$ cat src/rtl/alu_share_arbiter_pkg.sv
// Shared opcode/FSM types and default widths for the ALU share arbiter.
package alu_pkg;

  localparam int DW_DEF         = 16;
  localparam int OPW_DEF        = 3;
  localparam int ILLEGAL_OP_MIN = 6;

  typedef enum logic [2:0] {
    OP_ADD = 3'd0,
    OP_SUB = 3'd1,
    OP_AND = 3'd2,
    OP_OR  = 3'd3,
    OP_XOR = 3'd4,
    OP_NOT = 3'd5
  } alu_op_e;

  typedef enum logic [1:0] {
    IDLE = 2'd0,
    EXEC = 2'd1,
    RESP = 2'd2
  } state_e;

endpackage

$ cat src/rtl/alu_share_arbiter_if.sv
// Request/response channels between the clients and the ALU share arbiter.
// With ALU_OPCODE_CHECK_EN defined the response channel also carries resp_err.
interface alu_share_arbiter_if
  import alu_pkg::*;
#(
  parameter int NREQ = 4,
  parameter int DW   = DW_DEF,
  parameter int OPW  = OPW_DEF
);
  localparam int IW = $clog2(NREQ);

  logic [NREQ-1:0]     req_valid;
  logic [NREQ-1:0]     req_ready;
  logic [NREQ*OPW-1:0] req_opcode;
  logic [NREQ*DW-1:0]  req_a;
  logic [NREQ*DW-1:0]  req_b;
  logic [NREQ-1:0]     resp_valid;
  logic [NREQ-1:0]     resp_ready;
  logic [DW-1:0]       resp_data;
  logic [IW-1:0]       resp_id;

`ifdef ALU_OPCODE_CHECK_EN
  logic                resp_err;

  modport master (
    output req_valid, req_opcode, req_a, req_b, resp_ready,
    input  req_ready, resp_valid, resp_data, resp_id, resp_err
  );

  modport slave (
    input  req_valid, req_opcode, req_a, req_b, resp_ready,
    output req_ready, resp_valid, resp_data, resp_id, resp_err
  );
`else
  modport master (
    output req_valid, req_opcode, req_a, req_b, resp_ready,
    input  req_ready, resp_valid, resp_data, resp_id
  );

  modport slave (
    input  req_valid, req_opcode, req_a, req_b, resp_ready,
    output req_ready, resp_valid, resp_data, resp_id
  );
`endif

endinterface

$ cat src/rtl/alu_share_arbiter_rr_arbiter.sv
// Combinational round-robin pick: first set request at or above ptr, wrapping.
module rr_arbiter #(
  parameter  int NREQ = 4,
  localparam int IW   = $clog2(NREQ)
) (
  input  logic [NREQ-1:0] req,
  input  logic [IW-1:0]   ptr,
  output logic [NREQ-1:0] gnt,
  output logic [IW-1:0]   idx,
  output logic            any
);

  always_comb begin : search
    int j;
    // NOTE: every output gets a default before the search so no latch is inferred.
    j   = 0;
    gnt = '0;
    idx = '0;
    any = 1'b0;
    for (int i = 0; i < NREQ; i++) begin
      j = int'(ptr) + i;
      if (j >= NREQ) j = j - NREQ;
      if (!any && req[j]) begin
        any    = 1'b1;
        gnt[j] = 1'b1;
        idx    = IW'(j);
      end
    end
  end

endmodule

$ cat src/rtl/alu_share_arbiter.sv
// Round-robin sharing of one combinational ALU among NREQ requesters, one op in flight.
// Define ALU_OPCODE_CHECK_EN to add resp_err and force the result of opcodes 110/111 to 0.
module alu_share_arbiter
  import alu_pkg::*;
#(
  parameter int NREQ = 4,
  parameter int DW   = DW_DEF,
  parameter int OPW  = OPW_DEF
) (
  input  logic               clk,
  input  logic               rst_n,
  alu_share_arbiter_if.slave bus,
  output logic [OPW-1:0]     alu_opcode,
  output logic [DW-1:0]      alu_a,
  output logic [DW-1:0]      alu_b,
  input  logic [DW-1:0]      alu_result
);

  localparam int IW = $clog2(NREQ);

  state_e          state;
  state_e          state_nxt;
  logic [IW-1:0]   ptr;
  logic [IW-1:0]   grant_id;
  logic [NREQ-1:0] grant_vec;
  logic            grant_any;
  logic            resp_hs;
  logic [IW-1:0]   resp_id;
  logic [DW-1:0]   resp_data;
  logic [DW-1:0]   data_exec;
  logic [OPW-1:0]  op_sel;
  logic [DW-1:0]   a_sel;
  logic [DW-1:0]   b_sel;

  rr_arbiter #(.NREQ(NREQ)) u_rr (
    .req (bus.req_valid),
    .ptr (ptr),
    .gnt (grant_vec),
    .idx (grant_id),
    .any (grant_any)
  );

  assign op_sel = bus.req_opcode[grant_id*OPW +: OPW];
  assign a_sel  = bus.req_a[grant_id*DW +: DW];
  assign b_sel  = bus.req_b[grant_id*DW +: DW];

  // rst_n is active-high here; the grant is masked so no handshake completes in reset.
  always_comb begin
    state_nxt      = state;
    bus.req_ready  = '0;
    bus.resp_valid = '0;
    resp_hs        = 1'b0;
    case (state)
      IDLE: begin
        if (grant_any) begin
          bus.req_ready = rst_n ? '0 : grant_vec;
          state_nxt     = EXEC;
        end
      end
      EXEC: state_nxt = RESP;
      RESP: begin
        bus.resp_valid[resp_id] = 1'b1;
        resp_hs                 = bus.resp_ready[resp_id];
        if (resp_hs) state_nxt = IDLE;
      end
      default: state_nxt = IDLE;
    endcase
  end

`ifdef ALU_OPCODE_CHECK_EN
  logic op_illegal;
  logic resp_err;

  assign op_illegal = (alu_opcode >= OPW'(ILLEGAL_OP_MIN));
  assign data_exec  = op_illegal ? '0 : alu_result;

  always_ff @(posedge clk or posedge rst_n) begin
    if (rst_n)               resp_err <= 1'b0;
    else if (state == EXEC)  resp_err <= op_illegal;
    else if (resp_hs)        resp_err <= 1'b0;
  end

  assign bus.resp_err = resp_err;
`else
  assign data_exec = alu_result;
`endif

  // NOTE: non-blocking assignments so every register samples pre-edge values.
  always_ff @(posedge clk or posedge rst_n) begin
    if (rst_n) begin
      state      <= IDLE;
      ptr        <= '0;
      resp_id    <= '0;
      resp_data  <= '0;
      alu_opcode <= '0;
      alu_a      <= '0;
      alu_b      <= '0;
    end else begin
      state <= state_nxt;
      case (state)
        IDLE: begin
          if (grant_any) begin
            alu_opcode <= op_sel;
            alu_a      <= a_sel;
            alu_b      <= b_sel;
            resp_id    <= grant_id;
          end
        end
        EXEC: resp_data <= data_exec;
        RESP: begin
          if (resp_hs) ptr <= (resp_id == IW'(NREQ - 1)) ? '0 : resp_id + IW'(1);
        end
        default: ;
      endcase
    end
  end

  assign bus.resp_data = resp_data;
  assign bus.resp_id   = resp_id;

endmodule

$ cat src/flat_wrapper.sv
// flat-port wrapper written by rule: the top's interface ports become plain ports
module alu_share_arbiter_flat import alu_pkg::*;
#(
  parameter int NREQ = 4,
  parameter int DW   = DW_DEF,
  parameter int OPW  = OPW_DEF
)
  (clk, rst_n, alu_opcode, alu_a, alu_b, alu_result, bus_req_valid, bus_req_opcode, bus_req_a, bus_req_b, bus_resp_ready, bus_req_ready, bus_resp_valid, bus_resp_data, bus_resp_id);
  alu_share_arbiter_if #(.NREQ(NREQ), .DW(DW), .OPW(OPW)) bus_i ();
  input  logic clk;
  input  logic rst_n;
  output logic [OPW-1:0] alu_opcode;
  output logic [DW-1:0] alu_a;
  output logic [DW-1:0] alu_b;
  input  logic [DW-1:0] alu_result;
  input wire logic [$bits(bus_i.req_valid)-1:0] bus_req_valid;
  input wire logic [$bits(bus_i.req_opcode)-1:0] bus_req_opcode;
  input wire logic [$bits(bus_i.req_a)-1:0] bus_req_a;
  input wire logic [$bits(bus_i.req_b)-1:0] bus_req_b;
  input wire logic [$bits(bus_i.resp_ready)-1:0] bus_resp_ready;
  output wire logic [$bits(bus_i.req_ready)-1:0] bus_req_ready;
  output wire logic [$bits(bus_i.resp_valid)-1:0] bus_resp_valid;
  output wire logic [$bits(bus_i.resp_data)-1:0] bus_resp_data;
  output wire logic [$bits(bus_i.resp_id)-1:0] bus_resp_id;
  assign bus_i.req_valid = bus_req_valid;
  assign bus_i.req_opcode = bus_req_opcode;
  assign bus_i.req_a = bus_req_a;
  assign bus_i.req_b = bus_req_b;
  assign bus_i.resp_ready = bus_resp_ready;
  assign bus_req_ready = bus_i.req_ready;
  assign bus_resp_valid = bus_i.resp_valid;
  assign bus_resp_data = bus_i.resp_data;
  assign bus_resp_id = bus_i.resp_id;
  alu_share_arbiter #(.NREQ(NREQ), .DW(DW), .OPW(OPW)) u_core (.clk(clk), .rst_n(rst_n), .bus(bus_i), .alu_opcode(alu_opcode), .alu_a(alu_a), .alu_b(alu_b), .alu_result(alu_result));
endmodule
$ cat config.mk
export PLATFORM = sky130hd
export DESIGN_NAME = alu_share_arbiter_flat
export DESIGN_NICKNAME = d
export VERILOG_FILES = /design/src/rtl/alu_share_arbiter_pkg.sv /design/src/rtl/alu_share_arbiter_if.sv /design/src/rtl/alu_share_arbiter_rr_arbiter.sv /design/src/rtl/alu_share_arbiter.sv /design/src/flat_wrapper.sv
export SDC_FILE = /design/constraint.sdc
export NUM_CORES = 1
export LEC_CHECK = 0
export ABC_AREA = 1
export CELL_PAD_IN_SITES_DETAIL_PLACEMENT = 1
export CELL_PAD_IN_SITES_GLOBAL_PLACEMENT = 2
export CORE_AREA = 5 5 157 159
export CTS_CLUSTER_SIZE = 10
export DETAILED_ROUTE_END_ITERATION = 16
export DIE_AREA = 0 0 162 164
export PLACE_DENSITY = 0.82
export SLEW_MARGIN = 20
export SYNTH_ARGS = -nofsm -noshare
export SYNTH_HDL_FRONTEND = slang
export SYNTH_SLANG_ARGS = --single-unit
$ cat constraint.sdc
create_clock -name clk -period 2.9 [get_ports clk]
set_input_delay 0.58 -clock clk [delete_from_list [all_inputs] [get_ports clk]]
set_output_delay 0.58 -clock clk [all_outputs]
set_load 0.03 [all_outputs]
Word level (Yosys, flattened, before mapping)
Index checks and enable logic that the tools add are counted.
{"block": "totals", "reg_bits": 57, "inputBits": 166, "output_inout_bits": 61}
{"block": "classes", "n_reduce_logical": 15, "n_mux": 49, "n_addsub": 8, "n_shift": 3, "eq_ne": 5, "bitwise_logic": 3, "mul": 1, "magnitude_cmp": 14}
{"operator": "$ge A32 B1 Y1 const B", "count": 4}
{"operator": "$lt A32 B4 Y1 const B", "count": 4}
{"operator": "$mux W32", "count": 4}
{"operator": "$shiftx A64 B7 Y16", "count": 2}
{"operator": "$mux W4", "count": 8}
{"operator": "$mux W1", "count": 19}
{"operator": "$mux W2", "count": 7}
{"operator": "$or A4 B4 Y4", "count": 3}
{"operator": "$shiftx A12 B5 Y3", "count": 1}
{"operator": "$sub A3 B3 Y4 const B", "count": 3}
{"operator": "$bmux W1 S2", "count": 5}
{"operator": "$demux W1 S2", "count": 5}
{"operator": "$ge A3 B3 Y1 const B", "count": 3}
{"operator": "$logic_and A1 B1 Y1", "count": 8}
{"operator": "$add A2 B2 Y3 const B", "count": 2}
{"operator": "$pmux W2 S3", "count": 1}
{"operator": "$reduce_and A2 Y1", "count": 3}
{"operator": "$eq A2 B2 Y1 const B", "count": 2}
{"operator": "$mul A2 B2 Y4 const B", "count": 1}
{"operator": "$ne A2 B1 Y1 const B", "count": 2}
{"operator": "$sub A2 B3 Y4 const B", "count": 1}
{"operator": "$add A2 B1 Y3 const B", "count": 1}
{"operator": "$ge A2 B3 Y1 const B", "count": 1}
{"operator": "$logic_not A1 Y1", "count": 3}
{"operator": "other kinds (5)", "count": 5}

Longest topological paths before layout
Gate-level depths: netlist (run 1).
{"block": "depth", "depth_word": 18, "ltp_mapped": 15, "depth_no_buf": 14}

Modules after synthesis
A second synthesis (run 1) with hierarchy kept.
{"block": "hier_totals", "hier_cells": 644, "hier_area_um2": 4161.5}
{"mod": "alu_share_arbiter", "area_per_inst_um2": 3701.0, "n_inst": 1, "cells_each": 567}
{"mod": "rr_arbiter", "area_per_inst_um2": 460.4, "n_inst": 1, "cells_each": 77}

Least setup slack after synthesis (run 1)
OpenSTA, ideal clock, no wires.
{"block": "synth_timing", "path_kind": "register to output", "from": "reg u_core.ptr[0]", "to": "out bus_req_ready[0]", "path_slack_ns": 0.209, "path_stages_with_launch": 13, "arrival_time_ns": 2.111, "path_cell_list": "dfrtp_1 > inv_4 > ha_1 > inv_1 > nand2_1 > nand2_2 > nor2_4 > nand3_4 > nand2_1 > buf_2 > nor2_1 > nand2_1 > inv_1"}
{"block": "synth_via", "elab_chain_len": 18, "word_cells_on_any_way": 67}
{"element": "start: declaration", "line_no": "alu_share_arbiter.sv:23", "rtl": "logic [IW-1:0] ptr;"}
{"element": "start signal: assignment", "line_no": "alu_share_arbiter.sv:111", "rtl": "if (resp_hs) ptr <= (resp_id == IW'(NREQ - 1)) ? '0 : resp_id + IW'(1);"}
{"element": "branches (longest 16 deep; another with $ge A32 B1 Y1)"}
{"element": "$mux W4 (*)", "line_no": "alu_share_arbiter.sv:55", "rtl": "if (grant_any) begin"}
{"element": "$mux W4 (*)", "line_no": "alu_share_arbiter.sv:53", "rtl": "case (state)"}
{"element": "end: declaration", "line_no": "flat_wrapper.sv:21", "rtl": "output wire logic [$bits(bus_i.req_ready)-1:0] bus_req_ready;"}
Mark *: on every way between the ends. The select of a mux whose other input is x is not followed.

Worst setup path in the final report (run 1)
{"block": "layout_timing", "from": "in bus_req_valid[1]", "to": "out bus_req_ready[2]"}
{"block": "layout_via", "elab_chain_len": 16, "word_cells_on_any_way": 32}
{"element": "start: declaration", "line_no": "flat_wrapper.sv:16", "rtl": "input wire logic [$bits(bus_i.req_valid)-1:0] bus_req_valid;"}
{"element": "$bmux W1 S2", "line_no": "alu_share_arbiter_rr_arbiter.sv:23", "rtl": "if (!any && req[j]) begin"}
{"element": "$mux W1 (implied by the code) (2 in series)", "line_no": "alu_share_arbiter_rr_arbiter.sv:23"}
{"element": "$mux W1", "line_no": "alu_share_arbiter_rr_arbiter.sv:23"}
{"element": "$logic_not A1 Y1", "line_no": "alu_share_arbiter_rr_arbiter.sv:23"}
{"element": "$logic_and A1 B1 Y1", "line_no": "alu_share_arbiter_rr_arbiter.sv:23"}
{"element": "$mux W1", "line_no": "alu_share_arbiter_rr_arbiter.sv:23"}
{"element": "$logic_not A1 Y1", "line_no": "alu_share_arbiter_rr_arbiter.sv:23"}
{"element": "$logic_and A1 B1 Y1", "line_no": "alu_share_arbiter_rr_arbiter.sv:23"}
{"element": "$mux W1", "line_no": "alu_share_arbiter_rr_arbiter.sv:23"}
{"element": "$logic_not A1 Y1", "line_no": "alu_share_arbiter_rr_arbiter.sv:23"}
{"element": "$logic_and A1 B1 Y1", "line_no": "alu_share_arbiter_rr_arbiter.sv:23"}
{"element": "$mux W4", "line_no": "alu_share_arbiter_rr_arbiter.sv:23"}
{"element": "$mux W4", "line_no": "alu_share_arbiter.sv:56", "rtl": "bus.req_ready = rst_n ? '0 : grant_vec;"}
{"element": "$mux W4 (*)", "line_no": "alu_share_arbiter.sv:55"}
{"element": "$mux W4 (*)", "line_no": "alu_share_arbiter.sv:53"}
Mark *: on every way between the ends. The rest lies on a longest branch, timed or not. The select of a mux whose other input is x is not followed.

==> flow_summary_export.csv, run 1 <==
group,metric,value,unit
finish,final_common_cell,"nand2_1",
sta,worst_clock_skew,0.00747,ns
global_routing,grt_max_degree,50,
power,p_seq_share,13.6,%
synth,syn-mean-instance-area,6.49,sq um
routing,drc,0,
synth,synth-edff-count,0,
clocking,clk_latency,0.33,ns
synth,ys_async_sr_fraction,100,%
clocking,hold_buffers,0,
routing,drtIter0Drc,109,
sta,rsz0062_at_grt,"yes",
sta,tightest_slew,0.730,ns
sta,post-route-min-period,2.80,ns
run,maxCapViolations,0,
clocking,clock-sinks,57,
placement,dp_worst_setup_slack,0.0456,ns
die,fp.dieH,164,um
global_routing,track_usage,14.6,%
setup_path,required,2.32,ns
status,outcome,"complete, no violations",
synth,synth.area.top_cells,"dfrtp_1 (30%), nand2_1 (19%), inv_1 (13%)",
routing,vias_per_cell,4.38,
sta,finalHoldViolations,0,
clocking,cts_tree,"done",
sta,fin_crit_sh,96.6,%
setup_path,endpoint_kind,"output pin",
placement,dp_cells,1221,
placement,place.gp.congestion,0.763,
finish,multiInputGateArea,2490,sq um
synth,yosys_warnings,0,
synth,syn_nets,902,
synth,synth_seq_cells,57,
worst_hold_path,hold_path_class,"reg -> reg",
finish,instances_no_fill,1240,
placement,dpl.hpwl,14.8,mm
setup_path,critPathMaxFanout,4,
power,power.switching,5.76,mW
synth,yosysTopAreaCellShare,30.2,%
finish,area_growth,63.8,%
synth,yosys.area.top_type,"dfrtp_1",
sta,finalSetupViolations,0,
routing,via_count,5431,
clocking,clkTransAtPathRegs,0.05,ns
power,pwr-share-clk,9.9,%
synth,syn_inst,728,
clocking,clockBufferDepth,2,
global_routing,grt_pass1_wl,30.7,mm
power,swShare,53.1,%
sta,maxSlewHeadroom,51.2,%
power,p_int,5.10,mW
global_routing,antenna_found_initial,1,
finish,utilization,33.5,%
die,coreArea,23100,sq um
sta,max_freq,0.357,GHz
sta,setup_slack,0.0994,ns
clocking,htreeDepth,3,
clocking,numCtsBuffers,9,
clocking,root_buffer,"clkbuf_16",
routing,postRouteAntennaNets,0,
setup_path,arrival,2.22,ns
setup_path,worstSetupPathType,"in -> out",
die,die_w,162,um
synth,synth.distinct_cells,29,
setup_path,crit_path_start_kind,"input port",
routing,drt_wl_total,19.6,mm
power,ir_drop,887,uV
die,start_util,20.4,%
synth,synth_flop_cell,"dfrtp_1",
routing,drtPass1Iterations,4,
placement,port_buffers,226,
global_routing,grt.overflow.total,0,
die,fp-row-count,56,
routing,wl_per_cell,15.8,um
synth,syn_area,4730,sq um
sta,whs,0.478,ns
die,ioPinCount,227,
sta,slew_viol_final,0,
finish,drive_gt1_share,11.7,%
synth,yosysSeqAreaShare,30.2,%
die,dieArea,26600,sq um
finish,final.fill_count,2879,
power,p_per_area,1400,nW/um^2
global_routing,grt_pass1_vias,5720,
finish,layout.nets,1118,
finish,seqCellArea,1430,sq um
power,comb_power_share,76.5,%
finish,final_cell_mix,"nand2_1 (234), clkdlybuf4s50_1 (222), inv_1 (159)",
power,p_leak,4.00,nW
path summary, 6_finish.rpt:
kind,endpoint,slack [ns],cells after the start,startpoint
min in group asynchronous,u_core.ptr[1],0.73,2,rst_n
worst min register to register,u_core.alu_b[10],0.48,2,u_core.alu_b[10]
worst min-delay path,u_core.alu_b[10],0.48,2,u_core.alu_b[10]
worst max-delay path,bus_req_ready[2],0.1,13,bus_req_valid[1]
max in group asynchronous,u_core.alu_b[12],1.56,3,rst_n
worst max register to register,u_core.alu_b[11],0.52,15,u_core.ptr[0]
per-layer routing:
metal | global-route usage [%] | routed length (um) | up-vias | share of wire, %
met1 | 17.9 | 8750 | 2547 | 45
met4 | 3.81 | 240 | 2 | 1.2
li1 | - | - | 2692 | -
met3 | 5.42 | 1570 | 19 | 8.0
met5 | 0 | 12 | - | 0.061
met2 | 24.4 | 9030 | 171 | 46
final cells by class:
class	count	share of cell area (%)
clock buffer	13	3.23
multi-input combinational	462	32.2
inverter	167	8.16
timing repair buffer	247	32.7
tap	290	4.69
antenna	1	0.0323
sequential	57	18.4
clock inverter	3	0.517
cell usage after synthesis, types with 2 or more instances:
cell type / n
a21oi_1: 7
buf_4: 5
buf_6: 6
clkbuf_1: 11
nor2_2: 3
nor2_4: 2
inv_1: 163
nor2_1: 8
o21ai_2: 2
nand2_1: 237
nand2_2: 12
dfrtp_1: 57
nand3_2: 18
o21ai_0: 8
buf_2: 19
ha_1: 8
o22ai_1: 4
nand3_1: 62
o21ai_1: 2
nand4_1: 68
inv_2: 3
mux2_2: 16
metrics by stage:
stage	TNS, ns	instance area (sq um)	total power, mW
floorplan	0	4730	6.92
global placement	0	7380	9.72
detailed placement	0	7380	9.84
CTS	0	7690	11.0
global route	-0.0148	7740	11.9
finish	0	7740	10.9
registers in the layout (all words and copies together) (netlist names):
signal,flops
u_core.alu_a,16
u_core.alu_b,16
u_core.bus.resp_data,16
u_core.alu_opcode,3
u_core.bus.resp_id,2
u_core.ptr,2
u_core.state,2
power groups by stage:
stage	Combinational [mW]	Sequential, mW	Clock (mW)
after floorplan	4.73	2.19	0
after global placement	8.24	1.48	0
after detailed placement	8.35	1.49	0
after CTS	8.39	1.49	1.12
after global routing	9.17	1.54	1.15
final	8.31	1.48	1.07
worst max-delay path, stage by stage:
cell             delay, ns
clkdlybuf4s50_1       0.50
inv_1                 0.05
nand2_1               0.11
nand3_2               0.10
nand2_2               0.15
nor2_4                0.07
nand2_1               0.08
inv_2                 0.06
a21oi_1               0.16
o21ai_0               0.10
nand2_1               0.07
inv_1                 0.04
buf_4                 0.16
kinds of logic after synthesis:
| group | count (synthesis) | synth area share (%) |
|---|---|---|
| AOI/OAI and AO/OA | 25 | 3.07 |
| adders and majority gates | 8 | 2.12 |
| buffers and inverters | 209 | 18.5 |
| DFF | 57 | 30.2 |
| muxes | 16 | 3.81 |
| and+or+nand+nor | 413 | 42.3 |
repair_timing:
action	in CTS	in global routing
resized for setup	4	13
setup endpoints to repair	4	4
buffers inserted	0	2
pin swaps	0	2
Power figures use the tool's default switching activity.
==> run 2: changes to the inputs <==
CORE_AREA = 3 3 155 157   (was 5 5 157 159)
DIE_AREA = 0 0 158 160   (was 0 0 162 164)
==> flow_summary_export.csv, run 2 (same netlist as run 1, synthesis figures left out) <==
group,metric,value,unit
status,outcome,"complete, no violations",
finish,final_common_cell,"nand2_1",
global_routing,antenna_found_initial,1,
finish,area_growth,67.1,%
setup_path,cpPeakStageDelay,0.49,ns
die,dieArea,25300,sq um
setup_path,crit_path_start_kind,"input port",
clocking,root_buffer,"clkbuf_16",
placement,dpl.hpwl,14.7,mm
finish,largest_registers,"u_core.alu_a: 16 flops, u_core.alu_b: 16 flops, u_core.bus.resp_data: 16 flops",
clocking,cts_tree,"done",
setup_path,critPathMaxFanout,4,
routing,drc,0,
run,maxCapViolations,0,
die,fp-row-count,55,
setup_path,crit_family,"buffers and inverters",
routing,drt_wl_total,19.5,mm
global_routing,grt_max_degree,58,
routing,wl_met1,8.15,mm
sta,worst_clock_skew,0.00481,ns
sta,tightest_slew,0.703,ns
sta,finalHoldViolations,0,
placement,place_area,7400,sq um
power,p_leak,4.08,nW
routing,drtIter0Drc,148,
setup_path,path_cells,"clkdlybuf4s50_1 -> inv_1 -> nand2_1 -> nand3_2 -> nand2_4 -> nor2_4 -> buf_6 -> nand3_4 -> nand2_4 -> nor2_4 -> nand2_1 -> inv_1 -> buf_4",
clocking,hold_buffers,0,
sta,fin_crit_sh,96.4,%
global_routing,grt_pass1_wl,29.8,mm
routing,top_layer,"met4",
global_routing,grt.overflow.total,0,
setup_path,cp_num_buf_inv,5,
routing,vias_per_cell,4.34,
clocking,htreeDepth,3,
power,ir_drop,625,uV
die,coreArea,22600,sq um
finish,drive_gt1_share,12.9,%
finish,instances_no_fill,1246,
routing,wl_per_cell,15.6,um
placement,place.gp.congestion,0.752,
setup_path,endpoint_kind,"output pin",
power,p_per_area,1420,nW/um^2
sta,final.setup.tns,0,ns
power,p_total,11.2,mW
sta,finalSetupViolations,0,
finish,final_cell_mix,"nand2_1 (233), clkdlybuf4s50_1 (222), inv_1 (159)",
sta,post-route-min-period,2.80,ns
sta,slew_viol_final,0,
routing,wl_met3,1.77,mm
die,die_w,158,um
sta,maxSlewHeadroom,53.0,%
routing,drtPass1Iterations,4,
worst_hold_path,hold_path_class,"reg -> reg",
die,ioPinCount,227,
clocking,clk_latency,0.34,ns
routing,wl_met2,9.36,mm
clocking,clkTransAtPathRegs,0.06,ns
routing,postRouteAntennaNets,0,
placement,port_buffers,226,
setup_path,arrival,2.22,ns
clocking,numCtsBuffers,9,
global_routing,track_usage,15.0,%
finish,layout.nets,1128,
placement,dp_cells,1219,
setup_path,required,2.32,ns
setup_path,slowest_stage,"clkdlybuf4s50_1",
die,start_util,20.9,%
die,fp.dieH,160,um
setup_path,worstSetupPathType,"in -> out",
clocking,clock-sinks,57,
sta,max_freq,0.358,GHz
finish,stdcell_area,7900,sq um
routing,via_count,5409,
global_routing,grt_pass1_vias,5416,
clocking,clockBufferDepth,2,
-- run 2: layout make-up --
class | count | area, sq um
Sequential cell | 57 | 1430
Inverter | 167 | 638
Timing Repair Buffer | 257 | 2620
Antenna cell | 2 | 5.00
Tap cell | 285 | 357
Clock inverter | 6 | 90.1
Fill cell | 2769 | 14700
Multi-Input combinational cell | 462 | 2520
Clock buffer | 10 | 239
-- run 2: routing by layer --
layer | up-vias | global-route usage [%]
li1 | 2717 | -
met1 | 2494 | 17.9
met2 | 182 | 25.2
met3 | 16 | 5.47
met4 | 0 | 4.11
met5 | - | 0
-- run 2: path summary, 6_finish.rpt --
path / slack (ns) / startpoint / endpoint / depth (start not counted)
max reg2reg: 0.34 / u_core.ptr[0] / u_core.alu_opcode[2] / 15
min in group asynchronous: 0.73 / rst_n / u_core.bus.resp_data[13] / 3
max in group asynchronous: 1.88 / rst_n / u_core.alu_a[1] / 3
min: 0.47 / u_core.alu_b[3] / u_core.alu_b[3] / 2
max: 0.10 / bus_req_valid[1] / bus_req_ready[3] / 13
min reg2reg: 0.47 / u_core.alu_b[3] / u_core.alu_b[3] / 2
-- run 2: through the flow --
step	setup slack [ns]	utilization, %	hold slack, ns
finish	0.104	34.9	0.475
global placement	0.117	32.7	0.461
CTS	0.0304	34.2	0.481
floorplan	0.209	-	0.523
global route	-0.0256	34.9	0.498
detailed placement	0.0361	32.7	0.467
-- run 2: power breakdown --
part	switching [mW]	internal, mW	leakage (nW)	total, mW
clock network	0.407	0.778	0.159	1.19
registers	0.235	1.24	0.690	1.47
logic	5.21	3.36	3.23	8.57
total	5.85	5.38	4.08	11.2
-- run 2: what timing repair did --
action,in CTS,in global routing
resized for setup,4,23
endpoints found under the setup margin,4,4
pin swaps,0,5
setup buffers,0,9
-- run 2: tightest hold or removal path: stages (launching register included) --
cell and delay [ns]:
dfrtp_1 0.34, nand2_1 0.05, nand2_1 0.05
